## config.mk

```make
export PLATFORM = sky130hd
export DESIGN_NAME = cfo_calc_multi
export DESIGN_NICKNAME = d
export VERILOG_FILES = /design/src/rtl/cfo_calc_multi.sv
export SDC_FILE = /design/constraint.sdc
export NUM_CORES = 2
export LEC_CHECK = 0
export BUFFER_PORTS_ARGS = -buffer_cell sky130_fd_sc_hd__buf_2
export CAP_MARGIN = 20
export CORE_MARGIN = 5
export CORE_UTILIZATION = 39
export CTS_BUF_LIST = sky130_fd_sc_hd__clkbuf_8
export CTS_CLUSTER_SIZE = 30
export DETAILED_ROUTE_END_ITERATION = 10
export SETUP_SLACK_MARGIN = 0.2
export SYNTH_ARGS = -nofsm -noshare
export SYNTH_HDL_FRONTEND = slang
export SYNTH_SLANG_ARGS = --single-unit
```

## constraint.sdc

```tcl
create_clock -name clk_i -period 7.6 [get_ports clk_i]
set_clock_uncertainty 0.15 [all_clocks]
set_input_delay 0.38 -clock clk_i [delete_from_list [all_inputs] [get_ports clk_i]]
set_output_delay 0.38 -clock clk_i [all_outputs]
set_load 0.02 [all_outputs]
```

## src/rtl/cfo_calc_multi.sv

```systemverilog
// Multi-channel CFO estimator: forms angle(C0*conj(C1)) with an iterative
// CORDIC vectoring atan2 and averages 2^AVG_LOG2 estimates per channel.
module cfo_calc_multi #(
    parameter int unsigned C_DW        = 32,
    parameter int unsigned CFO_DW      = 20,
    parameter int unsigned CORDIC_ITER = 18,
    parameter int unsigned NUM_CH      = 1,
    parameter int unsigned AVG_LOG2    = 0,
    localparam int unsigned CH_W       = (NUM_CH > 1) ? $clog2(NUM_CH) : 1
) (
    input  logic              clk_i,
    input  logic              reset_ni,
    input  logic [C_DW-1:0]   C0_i,
    input  logic [C_DW-1:0]   C1_i,
    input  logic [CH_W-1:0]   ch_i,
    input  logic              valid_i,
    output logic              ready_o,
    input  logic              clear_i,
    output logic [CFO_DW-1:0] CFO_norm_o,
    output logic [CH_W-1:0]   ch_o,
    output logic              valid_o,
    output logic              err_o
);

    localparam int unsigned HW    = C_DW / 2;           // one complex component
    localparam int unsigned PW    = C_DW + 1;           // full-precision re/im
    localparam int unsigned XW    = C_DW + 3;           // CORDIC x/y
    localparam int unsigned ZW    = CFO_DW + 2;         // CORDIC z, 2 guard LSBs
    localparam int unsigned AW    = CFO_DW + AVG_LOG2;  // per-channel accumulator
    localparam int unsigned CNT_W = AVG_LOG2 + 1;
    localparam int unsigned IW    = $clog2(CORDIC_ITER);
    localparam int unsigned NSLOT = 1 << CH_W;

    // +pi and -pi share one encoding in the modular z register
    localparam logic [ZW-1:0] Z_PI = {1'b1, {(ZW-1){1'b0}}};

    typedef enum logic [2:0] {
        S_IDLE   = 3'd0,
        S_MULT   = 3'd1,
        S_PREROT = 3'd2,
        S_ITER   = 3'd3,
        S_ACCUM  = 3'd4
    } state_t;

    // atan(2^-i) in z LSBs (pi = 2^(ZW-1)), rounded to nearest
    function automatic logic [ZW-1:0] atan_lsb(input int unsigned i);
        real a;
        a = $atan(1.0 / (2.0 ** i)) * (2.0 ** (ZW - 1)) / 3.14159265358979323846;
        return ZW'($rtoi(a + 0.5));
    endfunction

    state_t                   r_state;
    logic                     r_ready;
    logic                     r_valid;
    logic                     r_err;
    logic [CFO_DW-1:0]        r_cfo;
    logic [CH_W-1:0]          r_ch_o;
    logic [C_DW-1:0]          r_c0;
    logic [C_DW-1:0]          r_c1;
    logic [CH_W-1:0]          r_ch;
    logic signed [PW-1:0]     r_re;
    logic signed [PW-1:0]     r_im;
    logic                     r_zero;
    logic signed [XW-1:0]     r_x;
    logic signed [XW-1:0]     r_y;
    logic [ZW-1:0]            r_z;
    logic [IW-1:0]            r_iter;
    logic signed [AW-1:0]     r_acc [NSLOT];
    logic [CNT_W-1:0]         r_cnt [NSLOT];

    logic [ZW-1:0]            w_atan [CORDIC_ITER];
    logic signed [HW-1:0]     w_c0_re, w_c0_im, w_c1_re, w_c1_im;
    logic signed [C_DW-1:0]   w_p_rr, w_p_ii, w_p_ir, w_p_ri;
    logic signed [PW-1:0]     w_re, w_im;
    logic signed [XW-1:0]     w_re_x, w_im_x;
    logic signed [XW-1:0]     w_xs, w_ys;
    logic signed [CFO_DW-1:0] w_angle;
    logic signed [AW-1:0]     w_acc_new;
    logic [CNT_W-1:0]         w_cnt_new;
    logic [CFO_DW-1:0]        w_avg;
    logic                     w_done;

    // arctangent table, one constant per iteration
    for (genvar gi = 0; gi < int'(CORDIC_ITER); gi++) begin : g_atan
        assign w_atan[gi] = atan_lsb(gi);
    end

    // complex multiply C0 * conj(C1) at full precision
    assign w_c0_re = r_c0[HW-1:0];
    assign w_c0_im = r_c0[C_DW-1:HW];
    assign w_c1_re = r_c1[HW-1:0];
    assign w_c1_im = r_c1[C_DW-1:HW];
    assign w_p_rr  = C_DW'(w_c0_re) * C_DW'(w_c1_re);
    assign w_p_ii  = C_DW'(w_c0_im) * C_DW'(w_c1_im);
    assign w_p_ir  = C_DW'(w_c0_im) * C_DW'(w_c1_re);
    assign w_p_ri  = C_DW'(w_c0_re) * C_DW'(w_c1_im);
    assign w_re    = PW'(w_p_rr) + PW'(w_p_ii);
    assign w_im    = PW'(w_p_ir) - PW'(w_p_ri);

    // widened operands so that negating the most negative value cannot overflow
    assign w_re_x  = XW'(r_re);
    assign w_im_x  = XW'(r_im);

    // CORDIC shifted terms for the current iteration
    assign w_xs    = r_x >>> r_iter;
    assign w_ys    = r_y >>> r_iter;

    // round z to the output width; a zero vector has no defined angle
    assign w_angle   = r_zero ? '0 : CFO_DW'((r_z + ZW'(2)) >> 2);
    assign w_acc_new = r_acc[r_ch] + AW'(w_angle);
    assign w_cnt_new = r_cnt[r_ch] + CNT_W'(1);
    assign w_done    = (w_cnt_new == CNT_W'(1 << AVG_LOG2));
    assign w_avg     = CFO_DW'(w_acc_new >>> AVG_LOG2);

    // control FSM, datapath registers and per-channel averaging
    always_ff @(posedge clk_i or negedge reset_ni) begin
        if (!reset_ni) begin
            r_state <= S_IDLE;
            r_ready <= 1'b1;
            r_valid <= 1'b0;
            r_err   <= 1'b0;
            r_cfo   <= '0;
            r_ch_o  <= '0;
            r_c0    <= '0;
            r_c1    <= '0;
            r_ch    <= '0;
            r_re    <= '0;
            r_im    <= '0;
            r_zero  <= 1'b0;
            r_x     <= '0;
            r_y     <= '0;
            r_z     <= '0;
            r_iter  <= '0;
            for (int k = 0; k < int'(NSLOT); k++) begin
                r_acc[k] <= '0;
                r_cnt[k] <= '0;
            end
        end else begin
            r_valid <= 1'b0;
            r_err   <= 1'b0;

            if (clear_i) begin
                for (int k = 0; k < int'(NSLOT); k++) begin
                    r_acc[k] <= '0;
                    r_cnt[k] <= '0;
                end
            end

            case (r_state)
                S_IDLE: begin
                    if (valid_i) begin
                        if (32'(ch_i) >= NUM_CH) begin
                            r_err <= 1'b1;
                        end else begin
                            r_c0    <= C0_i;
                            r_c1    <= C1_i;
                            r_ch    <= ch_i;
                            r_ready <= 1'b0;
                            r_state <= S_MULT;
                        end
                    end
                end

                S_MULT: begin
                    r_re    <= w_re;
                    r_im    <= w_im;
                    r_zero  <= (w_re == '0) && (w_im == '0);
                    r_state <= S_PREROT;
                end

                S_PREROT: begin
                    // fold left half-plane vectors into the right half-plane
                    if (r_re[PW-1]) begin
                        r_x <= -w_re_x;
                        r_y <= -w_im_x;
                        r_z <= Z_PI;
                    end else begin
                        r_x <= w_re_x;
                        r_y <= w_im_x;
                        r_z <= '0;
                    end
                    r_iter  <= '0;
                    r_state <= S_ITER;
                end

                S_ITER: begin
                    if (!r_y[XW-1]) begin
                        r_x <= r_x + w_ys;
                        r_y <= r_y - w_xs;
                        r_z <= r_z + w_atan[r_iter];
                    end else begin
                        r_x <= r_x - w_ys;
                        r_y <= r_y + w_xs;
                        r_z <= r_z - w_atan[r_iter];
                    end
                    if (r_iter == IW'(CORDIC_ITER - 1)) begin
                        r_state <= S_ACCUM;
                    end else begin
                        r_iter <= r_iter + IW'(1);
                    end
                end

                S_ACCUM: begin
                    r_state <= S_IDLE;
                    r_ready <= 1'b1;
                    // a clear in this cycle discards the estimate
                    if (!clear_i) begin
                        if (w_done) begin
                            r_acc[r_ch] <= '0;
                            r_cnt[r_ch] <= '0;
                            r_cfo       <= w_avg;
                            r_ch_o      <= r_ch;
                            r_valid     <= 1'b1;
                        end else begin
                            r_acc[r_ch] <= w_acc_new;
                            r_cnt[r_ch] <= w_cnt_new;
                        end
                    end
                end

                default: begin
                    r_state <= S_IDLE;
                    r_ready <= 1'b1;
                end
            endcase
        end
    end

    assign ready_o    = r_ready;
    assign valid_o    = r_valid;
    assign err_o      = r_err;
    assign CFO_norm_o = r_cfo;
    assign ch_o       = r_ch_o;

endmodule
```

==> impl_metrics.csv <==
group,metric,value,unit
setup_path,worst_ep_arrival_time,9.07,ns
setup_path,cp_common_cell,"fa_1",
setup_path,crit_start,"r_c1[2]",
die,start_util,39.15,%
yosys,synth_ff_type,"dfrtp_1",
die,die-area,176000,um^2
yosys,synth_most_common_cell,"inv_1",
clock_tree,clock_latency,0.82,ns
outcome,outcome,"finished with violations",
yosys,synth_nets,8835,
setup_path,cp.buffers_inverters,7,
setup_path,endpoint_kind,"register",
setup_path,cp_num_cells,29,
timing,timing.fmax,117.7,MHz
timing,drv_slew,0,
clock_tree,cts_buffers,61,
timing,rsz0062_at_grt,"yes",
timing,fin_ws,-0.8958,ns
clock_tree,clock_path_buffers,3,
route,drt_iter0_markers,3114,
global_routing,grt_pass1_vias,56335,
setup_path,max_stage_delay,0.60,ns
yosys,async_flop_share,100.0,%
route,viasPerCell,5.204,
yosys,synth_top_area_share,36.03,%
yosys,syn_area,65400,um^2
final_layout,finalNetCount,9400,
setup_path,r2r-start,"r_c1[2]",
timing,max_slew.worst_pin.slew,1.029,ns
outcome,violations,"setup timing",
clock_tree,htreeDepth,2,
yosys,avgSynthCellArea,9.136,um^2
die,die_height,419.5,um
global_routing,grt_pass1_wl,320100,um
die,coreArea,167000,um^2
placement,hpwl,166700,um
yosys,ys_ff_latch,298,
clock_tree,cts_tree,"built",
route,finalWirelength,204100,um
final_layout,final_area,76830,um^2
global_routing,track_usage,23.34,%
route,drc,0,
setup_path,crit_required,8.17,ns
yosys,synth.area.top_cells,"fa_1, dfrtp_1, ha_1, inv_1, nand2_1",
yosys,synth_seq_area_share,11.40,%
setup_path,crit_family,"adder cells",
timing,fin_crit,8.496,ns
clock_tree,clk_pin_slew,0.07,ns
setup_path,crit_slowest_cell,"fa_1",
setup_path,ff2ff_setup_slack,-0.90,ns
yosys,yosysWarnings,0,
timing,setup_violations,14,
placement,gp_congestion,0.9420,
yosys,synth_common_cells,"inv_1, fa_1, nand2_1, and2_1, ha_1",
job,max-cap-violations,0,
final_layout,drive_gt1_share,17.67,%
setup_path,critPathMaxFanout,6,
clock_tree,clock-root-buffer,"clkbuf_8",
die,io_pins,93,
yosys,synth_area_leader_cell,"fa_1",
final_layout,syn_to_final_growth,17.48,%
hold_path,hp-class,"in2async",
setup_path,r2r.worst_path.cells,29,
timing,hold_viol,0,
timing,min_period_over_period,111.8,%
route,vias,51922,
yosys,ys_types,91,
timing,relSlewSlack,31.40,%
clock_tree,clkSinkCount,298,
yosys,synth_edf_count,0,
global_routing,antenna_found_initial,5,
global_routing,grt_max_degree,108,
die,fp.dieW,419.5,um
setup_path,r2r_end,"r_zero",
die,num_rows,150,
route,first_pass_iters,5,
setup_path,critPathKind,"reg2reg",
global_routing,grt_remaining_overflow,0,
setup_path,start_kind,"register",
route,wl_per_cell,20.45,um
setup_path,critPathCapture,"r_zero",
yosys,syn_inst,7158,
route,antenna_left,0,
placement,dpl_cell_area,72800,um^2
final_layout,n_fill_cell,15906,
placement,io_buffers,92,
kinds of logic (layout without fill, tap and decap cells):
logic type | Yosys count | count (layout) | share of synthesized area (%)
and+or+nand+nor | 2048 | 2048 | 15.08
muxes | 266 | 266 | 6.193
AOI/OAI and AO/OA | 910 | 910 | 8.688
other | 0 | 3 | 0
xor gates and xnor gates | 333 | 333 | 4.460
adders and majority gates | 1608 | 1608 | 44.27
DFF | 298 | 298 | 11.40
buffers and inverters | 1695 | 2308 | 9.905
placed cells by master, fill, tap and decap left out, types with 20 or more instances in the layout:
cell type      count
mux2i_1           42
o21ai_0          249
ha_1             408
nor2_1           284
o21a_1            30
a21oi_2           20
nand2_1          896
fa_1            1152
buf_4            562
ha_4              22
nor2b_1           44
clkbuf_8          77
fa_2              25
nand4_1           22
nand3_1           68
inv_2             28
o31ai_1           28
dfrtp_1          266
nor3_1            45
inv_1           1319
a21o_1            77
xnor2_1          173
a31oi_1           35
nand2b_1          51
buf_2             91
a21oi_1          234
buf_12            75
dlygate4sd3_1     69
xor2_1           149
mux2_2           125
buf_6             45
o21bai_1          21
and2_1           474
dfrtp_2           28
a22o_1            33
mux4_2            96
flip-flops by register name, summed over array words and instances (netlist names), 2 cells and up:
signal,cells
r_state,3
r_acc,40
r_iter,5
r_im,33
r_z,22
CFO_norm_o,20
r_x,35
r_re,33
r_c0,32
r_y,35
r_c1,32
r_cnt,2
through the flow:
stage / instances / hold slack, ns / util [%] / TNS (ns) / setup slack (ns)
global placement: 9711 / 0.3058 / 43.58 / -6.336 / -1.033
detailed placement: 9711 / 0.3087 / 43.58 / -7.445 / -1.058
global route: 9975 / 0.1576 / 45.99 / -9.310 / -1.170
floorplan: 7158 / -0.06559 / - / -0.2137 / -0.2137
finish: 9978 / 0.1096 / 46.00 / -5.017 / -0.8958
CTS: 9934 / 0.09263 / 45.45 / -4.862 / -0.8862
repair_timing:
| action | 4_1_cts | 5_1_grt |
|---|---|---|
| resized for setup | 151 | 127 |
| setup buffers | 42 | 39 |
| hold endpoints to repair | 179 | 0 |
| pin swaps | 60 | 90 |
| cloned | 1 | 2 |
| hold buffers | 69 | 0 |
| endpoints found under the setup margin | 25 | 37 |
final cells by class:
type                    instances  area (um^2)  area share, %
inverters                    1344         5055          6.579
well taps                    2204         2758          3.589
diodes                          3        7.507       0.009771
flip-flops and latches        298         7505          9.768
clock buffers                  77         1060          1.379
repair buffers                853         7596          9.887
multi-input cells            5165        52460          68.28
clock inverters                34        391.6         0.5097
how the worst min path moves through the flow:
stage | depth (start not counted) | slack (ns) | from | endpoint
2_1_floorplan | 0 | -0.07 | reset_ni | CFO_norm_o[0]
4_1_cts | 2 | 0.09 | reset_ni | r_acc[16]
3_5_place_dp | 2 | 0.31 | CFO_norm_o[4] | CFO_norm_o[4]
6_report | 2 | 0.11 | reset_ni | CFO_norm_o[16]
5_1_grt | 2 | 0.16 | reset_ni | CFO_norm_o[16]
3_3_place_gp | 2 | 0.31 | CFO_norm_o[6] | CFO_norm_o[6]
routing by layer:
layer | vias up | part of all wire [%] | track usage [%] | routed length (um)
met5 | - | 0 | 0 | 0
met4 | 0 | 4.3 | 8.003 | 8720
met3 | 444 | 5.5 | 3.113 | 11280
met2 | 1535 | 50 | 42.12 | 102400
met1 | 26395 | 40 | 28.69 | 81640
li1 | 23548 | - | - | -
worst register-to-register path, delay by kind of cell (launching register included):
kind | cells | cell delay [ns]
AO/OA/AOI/OAI | 5 | 0.74
XOR/XNOR | 1 | 0.22
adder cells (fa/ha/maj) | 9 | 4.31
buffers and inverters | 7 | 0.73
flip-flops | 1 | 0.43
AND/OR/NAND/NOR | 7 | 1.88
Power is not shown: default switching activity piles up to over one toggle a cycle in this logic, so the estimate is an artifact.
